## src/rtl/round_pack_stage.sv

```systemverilog
// Two-stage round-and-pack into IEEE-754 single precision.
// Define ROUND_PACK_FLAGS_EN to add out_flags = {overflow, underflow, inexact}.
module round_pack_stage #(
  parameter int EXP_W = 10
) (
  input  logic             clk,
  input  logic             rst,
  input  logic             in_valid,
  output logic             in_ready,
  input  logic             in_sign,
  input  logic [EXP_W-1:0] in_exp,
  input  logic [23:0]      in_mant,
  input  logic             in_guard,
  input  logic             in_round,
  input  logic             in_sticky,
  input  logic [1:0]       in_rnd_mode,
  output logic             out_valid,
  input  logic             out_ready,
`ifdef ROUND_PACK_FLAGS_EN
  output logic [2:0]       out_flags,
`endif
  output logic [31:0]      out_result
);

  localparam logic signed [EXP_W:0] EXP_OVF = (EXP_W+1)'(255);
  localparam logic signed [EXP_W:0] EXP_UNF = '0;

  logic             s1_valid_q, s1_valid_d;
  logic             s1_sign_q, s1_sign_d;
  logic [EXP_W-1:0] s1_exp_q, s1_exp_d;
  logic [1:0]       s1_mode_q, s1_mode_d;
  logic [24:0]      s1_sum_q, s1_sum_d;
  logic             s1_zero_q, s1_zero_d;
  logic             s1_inx_q, s1_inx_d;

  logic             s2_valid_q, s2_valid_d;
  logic [31:0]      res_q, res_d;
  logic [2:0]       flags_q, flags_d;

  logic             s1_adv;
  logic             inexact;
  logic             rnd_up;

  assign s1_adv   = !s2_valid_q | out_ready;
  assign in_ready = !rst & (!s1_valid_q | s1_adv);
  assign inexact  = in_guard | in_round | in_sticky;

  always_comb begin
    rnd_up = 1'b0;
    unique case (in_rnd_mode)
      2'b00: rnd_up = 1'b0;
      2'b01: rnd_up = !in_sign & inexact;
      2'b10: rnd_up = in_sign & inexact;
      2'b11: rnd_up = in_guard & (in_mant[0] | in_round | in_sticky);
    endcase
  end

  always_comb begin
    s1_valid_d = s1_valid_q;
    s1_sign_d  = s1_sign_q;
    s1_exp_d   = s1_exp_q;
    s1_mode_d  = s1_mode_q;
    s1_sum_d   = s1_sum_q;
    s1_zero_d  = s1_zero_q;
    s1_inx_d   = s1_inx_q;
    if (in_ready) begin
      s1_valid_d = in_valid;
      if (in_valid) begin
        s1_sign_d = in_sign;
        s1_exp_d  = in_exp;
        s1_mode_d = in_rnd_mode;
        s1_sum_d  = {1'b0, in_mant} + 25'(rnd_up);
        s1_zero_d = (in_mant == 24'd0);
        s1_inx_d  = inexact;
      end
    end
  end

  logic signed [EXP_W:0] adj_exp;
  logic [22:0]           frac;
  logic                  to_inf;
  logic                  ovf;
  logic                  unf;
  logic [31:0]           pack;

  // Carry out of rounding renormalises by one place.
  assign adj_exp = $signed({s1_exp_q[EXP_W-1], s1_exp_q})
                 + $signed({{EXP_W{1'b0}}, s1_sum_q[24]});
  assign frac = s1_sum_q[24] ? s1_sum_q[23:1] : s1_sum_q[22:0];
  assign to_inf = (s1_mode_q == 2'b11)
                | ((s1_mode_q == 2'b01) & !s1_sign_q)
                | ((s1_mode_q == 2'b10) & s1_sign_q);

  always_comb begin
    ovf  = 1'b0;
    unf  = 1'b0;
    pack = {s1_sign_q, adj_exp[7:0], frac};
    if (s1_zero_q) begin
      pack = {s1_sign_q, 31'd0};
    end else if (adj_exp >= EXP_OVF) begin
      ovf  = 1'b1;
      pack = to_inf ? {s1_sign_q, 8'hFF, 23'd0}
                    : {s1_sign_q, 8'hFE, 23'h7FFFFF};
    end else if (adj_exp <= EXP_UNF) begin
      unf  = 1'b1;
      pack = {s1_sign_q, 31'd0};
    end
  end

  always_comb begin
    s2_valid_d = s2_valid_q;
    res_d      = res_q;
    flags_d    = flags_q;
    if (s1_adv) begin
      s2_valid_d = s1_valid_q;
      if (s1_valid_q) begin
        res_d   = pack;
        flags_d = {ovf, unf, s1_inx_q | ovf | unf};
      end
    end
  end

  always_ff @(posedge clk) begin
    if (rst) begin
      s1_valid_q <= 1'b0;
      s2_valid_q <= 1'b0;
      res_q      <= '0;
      flags_q    <= '0;
    end else begin
      s1_valid_q <= s1_valid_d;
      s2_valid_q <= s2_valid_d;
      res_q      <= res_d;
      flags_q    <= flags_d;
    end
  end

  always_ff @(posedge clk) begin
    s1_sign_q <= s1_sign_d;
    s1_exp_q  <= s1_exp_d;
    s1_mode_q <= s1_mode_d;
    s1_sum_q  <= s1_sum_d;
    s1_zero_q <= s1_zero_d;
    s1_inx_q  <= s1_inx_d;
  end

  assign out_valid  = s2_valid_q;
  assign out_result = res_q;

`ifdef ROUND_PACK_FLAGS_EN
  assign out_flags = flags_q;
`else
  logic unused_flags;
  assign unused_flags = ^flags_q;
`endif

endmodule

```

## config.mk

```make
export PLATFORM = sky130hd
export DESIGN_NAME = round_pack_stage
export DESIGN_NICKNAME = d
export VERILOG_FILES = /design/src/rtl/round_pack_stage.sv
export SDC_FILE = /design/constraint.sdc
export NUM_CORES = 1
export LEC_CHECK = 0
export BUFFER_PORTS_ARGS = -buffer_cell sky130_fd_sc_hd__clkbuf_2
export CAP_MARGIN = 15
export CORE_AREA = 2 2 83 85
export DETAILED_ROUTE_END_ITERATION = 10
export DIE_AREA = 0 0 85 87
export PLACE_DENSITY_LB_ADDON = 0.15
export SYNTH_ARGS = -nofsm -noshare
export SYNTH_HDL_FRONTEND = slang
export SYNTH_SLANG_ARGS = --single-unit
```

## constraint.sdc

```tcl
create_clock -name clk -period 7.9 [get_ports clk]
set_clock_uncertainty 0.15 [all_clocks]
set_input_delay 1.58 -clock clk [delete_from_list [all_inputs] [get_ports clk]]
set_output_delay 1.58 -clock clk [all_outputs]
set_load 0.01 [all_outputs]
```

==> impl_summary.txt, run 1 <==
----------------------------------------------------
[Run status]
  Run status ... finished, final reports clean

[Clocking]
  CTS sink cnt ... 73
  Number of H-tree levels ... 3
  Largest buffer count on any clock path ... 2
  Clock input transition at the sequential cells of the worst setup and hold paths ... 0.08 ns
  Count of cells resized by post-cts repair ... 0
  Clock tree root buffer cell ... clkbuf_8
  Clock tree from TritonCTS ... built
  Clock buffer count from CTS ... 9
  Postcts setup bufs ... 0
  Number of hold-repair buffers added at the cts stage ... 0
  Clk_lat worst skew ... 0.34 ns

[Critical path]
  Worst EP required ... 7.94 ns
  Kind of start point of the critical path ... primary input
  Critical-path top delay cell ... nor4_1
  Cell mode on critical path ... ha_1
  Worst-case reg-to-reg path depth ... 7
  Terminus of the critical flop-to-flop path ... out_result[3]$_SDFFE_PP0P_
  Largest stage delay on the critical path ... 0.64 ns
  Minimum setup slack among reg-to-reg paths ... 4.31 ns
  Buffer and inverter count on the worst path ... 2
  Critical path fanouts, max ... 4
  Critical-path cell list ... clkbuf_2, inv_1, ha_1, xnor2_1, a21oi_1, nor3_1, ha_1, nand4_1, nor4_1, nand2_1, nor2_1, xor2_1
  Top cell family by delay on the critical path ... simple AND/OR/NAND/NOR gates
  Arrival time at the worst endpoint ... 4.03 ns
  Critical Path End Type ... flip-flop
  Class of the most critical setup path ... in -> reg
  Startpoint of the lowest-slack register-to-register path ... s1_sum_q[24]$_DFFE_PP_

[Placement]
  Post-DP HPWL ... 5536 µm
  Area after detailed placement ... 0.004135 mm²
  Setup slack after placement ... 3.517 ns
  Inst Count DP ... 490
  Final GP Congestion ... 0.8404
  Input/output buffers ... 77

[Worst hold path]
  Startpoint of the worst hold path ... out_result[29]$_SDFFE_PP0P_
  Hold crit path type ... reg -> reg
  Min-Delay Path Depth ... 1
  Endpoint of the worst hold-timing path ... out_result[29]$_SDFFE_PP0P_

[Timing]
  Upper clock frequency limit ... 250.4 MHz
  Period utilization ... 50.55%
  Max-slew violations ... 0
  Final Critical Period ... 3.993 ns
  Hold Vio Cnt, Final ... 0
  Worst slew slack as a fraction of its limit ... 40.21%
  # setup viols final ... 0
  Sum of negative setup slack ... 0 ns
  Setup repair after global routing missed its margin ... no
  Slew of the pin with the lowest slew margin ... 0.8969 ns
  Worst setup slack after layout ... 3.907 ns
  Final hold slack ... 0.3180 ns

[Power]
  Pwr per Cell Area ... 180.1 mW/mm²
  Peak VDD IR ... 117.4 µV
  Total power after layout ... 777.1 µW
  Leakage Power ... 1.683 nW

[Logic synthesis]
  Synth Instances ... 348
  Part of the Yosys area used for sequential elements ... 49.85%
  Yosys Warn Count ... 0
  Post-synthesis cell area ... 0.003715 mm²
  Number of library cell types mapped by synthesis ... 46
  Fraction of registers with async set or reset after synthesis ... 0%
  Number of synthesized flops with an enable pin ... 39
  Number of synthesized register bits ... 73
  Syn Nets ... 400
  Most instantiated flip-flop cell in the synthesis netlist ... edfxtp_1
  Mean Syn Cell Area ... 10.67 µm²

[Finish]
  Antenna Cells ... 0
  Relative area change from synthesis to final layout ... 16.13%
  Post-Route Utilization ... 65.68%
  Share of cells above drive strength 1 ... 30.05%
  Final net count ... 473
  Filler Cells Inserted ... 544
  Final design instance area without fill ... 0.004314 mm²
  Non-filler instance count after layout ... 506

[Floorplan]
  Die X-Extent ... 85 µm
  Initial Util ... 56.55%
  Placeable core region ... 0.006569 mm²
  Number of rows in the core area ... 30
  Total die area ... 0.007395 mm²
  Ports placed on the boundary ... 78
  Die height ... 87 µm

[Drt]
  WL per Instance ... 15.12 µm
  Sum of routed wire length over all layers ... 7650 µm
  Starting DRT DRC Count ... 167
  Final routed DRC violation total ... 0
  Remaining antenna violation count after routing ... 0
  Iteration count of the initial detailed-routing pass ... 4
  Vias per Instance ... 5.672
  Count of vias placed by the detailed router ... 2,870

[Global route]
  GRT Resource Usage Total ... 21.49%
  Pin count of the biggest net entering global routing ... 40
  Global route total overflow ... 0
  First-pass GRT wire length ... 12,480 µm
  Number of global-route vias before repair ... 2,572
  Antenna violations before repair ... 0

[Run]
  Number of maximum-capacitance violations ... 0

----------------------------------------------------
logic make-up (layout without fill, tap and decap cells):
group / Yosys count / in the layout / synth area share [%]
AO/OA/AOI/OAI: 56 / 56 / 12.77
XOR/XNOR: 30 / 30 / 7.073
adder cells (fa/ha/maj): 8 / 8 / 2.695
buffers and inverters: 24 / 102 / 3.065
flip-flops: 73 / 73 / 49.85
multiplexers: 24 / 24 / 7.275
AND/OR/NAND/NOR: 133 / 133 / 17.28
sequential cells by signal (all words and copies together) (netlist names):
signal and flops:
out_result 32, out_valid 1, s1_exp_q 10, s1_mode_q 2, s1_sign_q 1, s1_sum_q 25, s1_valid_q 1, s1_zero_q 1
synthesized netlist by cell type, types with 2 or more instances:
library cell	number	share of area (%)
o211ai_1	2	0.40
dfxtp_1	34	18
nand2_1	66	6.7
buf_6	2	0.61
o21ai_1	2	0.27
clkbuf_1	9	0.91
nor4_1	9	1.5
inv_1	6	0.61
nand4_1	10	1.7
nor2_1	14	1.4
xor2_1	10	2.4
nor3_1	4	0.54
a211o_1	2	0.47
a22o_1	6	1.4
o21a_1	2	0.40
mux2_2	24	7.3
a21oi_1	7	0.94
edfxtp_1	39	32
and3_1	4	0.67
and4_1	2	0.47
a32o_1	2	0.54
ha_1	8	2.7
nand3_1	12	1.6
and2_1	2	0.34
o311ai_1	23	5.4
buf_2	7	0.94
xnor2_1	20	4.7
or2_2	2	0.34
routing by layer:
layer	vias up	GRT usage [%]	part of all wire (%)
li1	1449	-	-
met1	1314	32.23	50
met2	101	30.75	42
met3	6	4.171	6.5
met4	0	8.225	1.0
met5	-	0	0
placed cells by master, fill, tap and decap left out, drive strengths merged, types with 4 or more instances in the layout:
master	netlist	routed
nor3	4	4
nor2	14	14
a22o	6	6
o311ai	23	23
xnor2	20	20
ha	8	8
a21oi	7	7
edfxtp	39	39
nand2	67	67
inv	6	6
clkbuf	9	90
nand4	12	12
dfxtp	34	34
mux2	24	24
and3	4	4
xor2	10	10
nor4	9	9
nand3	12	12
cell type report:
class | instances | area [µm²] | area share, %
flip-flops and latches | 73 | 1852 | 42.92
clock inverters | 3 | 15.01 | 0.3480
multi-input cells | 251 | 1753 | 40.63
well taps | 80 | 100.1 | 2.320
repair buffers | 80 | 407.9 | 9.455
clock buffers | 13 | 163.9 | 3.799
inverters | 6 | 22.52 | 0.5220
how the worst max path moves through the flow:
stage	slack (ns)	depth (start not counted)	to	from
detailed placement	3.52	12	s1_sum_q[23]$_DFFE_PP_	in_rnd_mode[0]
CTS	3.86	12	s1_sum_q[23]$_DFFE_PP_	in_rnd_mode[0]
global placement	3.60	12	s1_sum_q[23]$_DFFE_PP_	in_rnd_mode[0]
floorplan	4.01	11	s1_sum_q[21]$_DFFE_PP_	in_rnd_mode[0]
global route	3.57	12	s1_sum_q[21]$_DFFE_PP_	in_rnd_mode[0]
finish	3.91	12	s1_sum_q[21]$_DFFE_PP_	in_rnd_mode[0]
where the power goes:
group	internal, mW	total (mW)	switching (mW)	leakage, nW
Sequential	0.417	0.429	0.0115	0.646
Clock	0.135	0.267	0.132	0.0957
Combinational	0.0349	0.0811	0.0461	0.942
Power figures use the tool's default switching activity.
==> inputs of run 2 (changes only) <==
--- a/config.mk
+++ b/config.mk
@@ -7,9 +7,9 @@
 export LEC_CHECK = 0
 export BUFFER_PORTS_ARGS = -buffer_cell sky130_fd_sc_hd__clkbuf_2
 export CAP_MARGIN = 15
-export CORE_AREA = 2 2 83 85
+export CORE_AREA = 2 2 91 93
 export DETAILED_ROUTE_END_ITERATION = 10
-export DIE_AREA = 0 0 85 87
+export DIE_AREA = 0 0 93 95
 export PLACE_DENSITY_LB_ADDON = 0.15
 export SYNTH_ARGS = -nofsm -noshare
 export SYNTH_HDL_FRONTEND = slang
==> constraint.sdc (replaced) <==
create_clock -name clk -period 3.5 [get_ports clk]
set_clock_uncertainty 0.15 [all_clocks]
set_input_delay 0.7 -clock clk [delete_from_list [all_inputs] [get_ports clk]]
set_output_delay 0.7 -clock clk [all_outputs]
set_load 0.01 [all_outputs]
==> run 2 against run 1 <==
Critical path depth decreased by 5. Global-route usage fell by 2.5 points. Largest power group unchanged. Flip-flop and latch count stayed put. Sequential share of layout area down 1.1 points. Routed wire length rose by 1.7%. Die area is 19% higher. Highest routed layer unchanged.
==> impl_summary.txt, run 2 (synthesis gave the netlist of run 1 again) <==
----------------------------------------------------
[Global route]
  First-pass GRT wire length ... 13,090 µm
  Pin count of the biggest net entering global routing ... 40
  Antenna violations before repair ... 0
  Number of global-route vias before repair ... 2,592
  Global route total overflow ... 0
  GRT Resource Usage Total ... 19.03%

[Timing]
  Sum of negative setup slack ... 0 ns
  Final Critical Period ... 2.895 ns
  Max-slew violations ... 0
  Hold Vio Cnt, Final ... 0
  Period utilization ... 82.70%
  Setup repair after global routing missed its margin ... no
  Worst slew slack as a fraction of its limit ... 52.88%
  Upper clock frequency limit ... 345.5 MHz
  # setup viols final ... 0
  Final hold slack ... 0.3137 ns
  Slew of the pin with the lowest slew margin ... 0.7068 ns

[Clocking]
  Clock tree from TritonCTS ... built
  Postcts setup bufs ... 0
  CTS sink cnt ... 73
  Clk_lat worst skew ... 0.35 ns
  Count of cells resized by post-cts repair ... 0
  Number of hold-repair buffers added at the cts stage ... 0
  Clock tree root buffer cell ... clkbuf_8
  Largest buffer count on any clock path ... 2
  Clock input transition at the sequential cells of the worst setup and hold paths ... 0.08 ns
  Number of H-tree levels ... 3
  Clock buffer count from CTS ... 9

[Placement]
  Area after detailed placement ... 0.004189 mm²
  Input/output buffers ... 77
  Final GP Congestion ... 0.8299
  Post-DP HPWL ... 5678 µm

[Floorplan]
  Die X-Extent ... 93 µm
  Placeable core region ... 0.007928 mm²
  Number of rows in the core area ... 33
  Die height ... 95 µm
  Initial Util ... 46.86%
  Ports placed on the boundary ... 78
  Total die area ... 0.008835 mm²

[Drt]
  Iteration count of the initial detailed-routing pass ... 4
  Starting DRT DRC Count ... 169
  Vias per Instance ... 5.395
  Count of vias placed by the detailed router ... 2,881
  Sum of routed wire length over all layers ... 7780 µm
  Final routed DRC violation total ... 0
  WL per Instance ... 14.57 µm
  Remaining antenna violation count after routing ... 0

[Critical path]
  Buffer and inverter count on the worst path ... 0
  Worst-case reg-to-reg path depth ... 7
  Critical path fanouts, max ... 23
  Arrival time at the worst endpoint ... 2.94 ns
  Top cell family by delay on the critical path ... compound AO/OA/AOI/OAI gates
  Critical-path top delay cell ... a2111o_1
  Kind of start point of the critical path ... flip-flop
  Critical Path Stages ... 7
  Cell mode on critical path ... ha_1
  Critical-path cell list ... ha_1, ha_1, nand4_2, or2_1, o211ai_4, a2111o_1, o311ai_1
  Worst EP required ... 3.54 ns
  Class of the most critical setup path ... reg -> reg
  Critical Path End Type ... flip-flop
  Largest stage delay on the critical path ... 0.66 ns

[Finish]
  Final net count ... 476
  Relative area change from synthesis to final layout ... 19.13%
  Final design instance area without fill ... 0.004425 mm²
  Commonest cells after routing, fill and taps aside ... clkbuf_2, nand2_1, edfxtp_1
  Antenna Cells ... 0
  Flip-flop count of the largest register after layout ... 32
  Filler Cells Inserted ... 728
  Share of cells above drive strength 1 ... 30.54%
  Leading cell type in the layout, fill and taps excluded ... clkbuf_2

[Worst hold path]
  Min-Delay Path Depth ... 2
  Hold crit path type ... reg -> reg

[Power]
  Peak VDD IR ... 214.7 µV
  Leakage Power ... 1.714 nW
  Pwr per Cell Area ... 438.7 mW/mm²

[Run]
  Number of maximum-capacitance violations ... 0

[Run status]
  Run status ... finished, final reports clean

----------------------------------------------------
-- run 2: cell types whose count changed in the layout (fill, tap and decap cells not counted) --
| cell | previous run | this run |
|---|---|---|
| clkinv_2 | 3 | 0 |
| buf_4 | 3 | 6 |
| clkinvlp_4 | 0 | 2 |
| bufinv_16 | 0 | 3 |
| clkbuf_16 | 1 | 0 |
| clkbuf_4 | 1 | 0 |
-- run 2: metal layers --
| layer | vias up | part of all wire (%) | global-route usage [%] |
|---|---|---|---|
| met4 | 0 | 1.2 | 5.760 |
| met2 | 99 | 40 | 24.40 |
| li1 | 1456 | - | - |
| met1 | 1315 | 52 | 30.41 |
| met3 | 11 | 6.5 | 5.267 |
| met5 | - | 0 | 0 |
-- run 2: area by class of cell --
| class | count | area (µm²) | share of cell area [%] |
|---|---|---|---|
| sequential | 73 | 1852 | 41.84 |
| multi-input combinational | 251 | 1753 | 39.61 |
| timing repair buffer | 83 | 430.4 | 9.726 |
| clock buffer | 11 | 131.4 | 2.969 |
| tap | 105 | 131.4 | 2.969 |
| clock inverter | 5 | 105.1 | 2.375 |
| inverter | 6 | 22.52 | 0.5089 |
-- run 2: final timing paths --
| check | start | endpoint | slack [ns] |
|---|---|---|---|
| max | s1_exp_q[0]$_DFFE_PP_ | out_result[7]$_SDFFE_PP0P_ | 0.61 |
| min | out_result[31]$_SDFFE_PP0P_ | out_result[31]$_SDFFE_PP0P_ | 0.31 |
| max reg2reg | s1_exp_q[0]$_DFFE_PP_ | out_result[7]$_SDFFE_PP0P_ | 0.61 |
| min reg2reg | out_result[31]$_SDFFE_PP0P_ | out_result[31]$_SDFFE_PP0P_ | 0.31 |
-- run 2: stage by stage --
| stage | cells | worst slack (ns) | total power, mW | utilization (%) |
|---|---|---|---|---|
| 6_report | 534 | 0.6055 | 1.941 | 55.82 |
| 2_1_floorplan | 348 | 0.4933 | 1.087 | - |
| 4_1_cts | 534 | 0.6000 | 1.956 | 55.82 |
| 5_1_grt | 534 | 0.2939 | 2.035 | 55.82 |
| 3_3_place_gp | 518 | 0.3031 | 1.166 | 52.84 |
| 3_5_place_dp | 518 | 0.2295 | 1.169 | 52.84 |
-- run 2: power by group --
group,switching (mW),internal [mW]
Sequential,0.0244,0.941
Combinational,0.105,0.0788
Clock,0.318,0.474
Total,0.447,1.49
-- run 2: worst reg2reg max path: stages (launching register included) --
cell and delay [ns]:
edfxtp_1 0.37, ha_1 0.20, ha_1 0.30, nand4_2 0.21
or2_1 0.34, o211ai_4 0.30, a2111o_1 0.66, o311ai_1 0.21
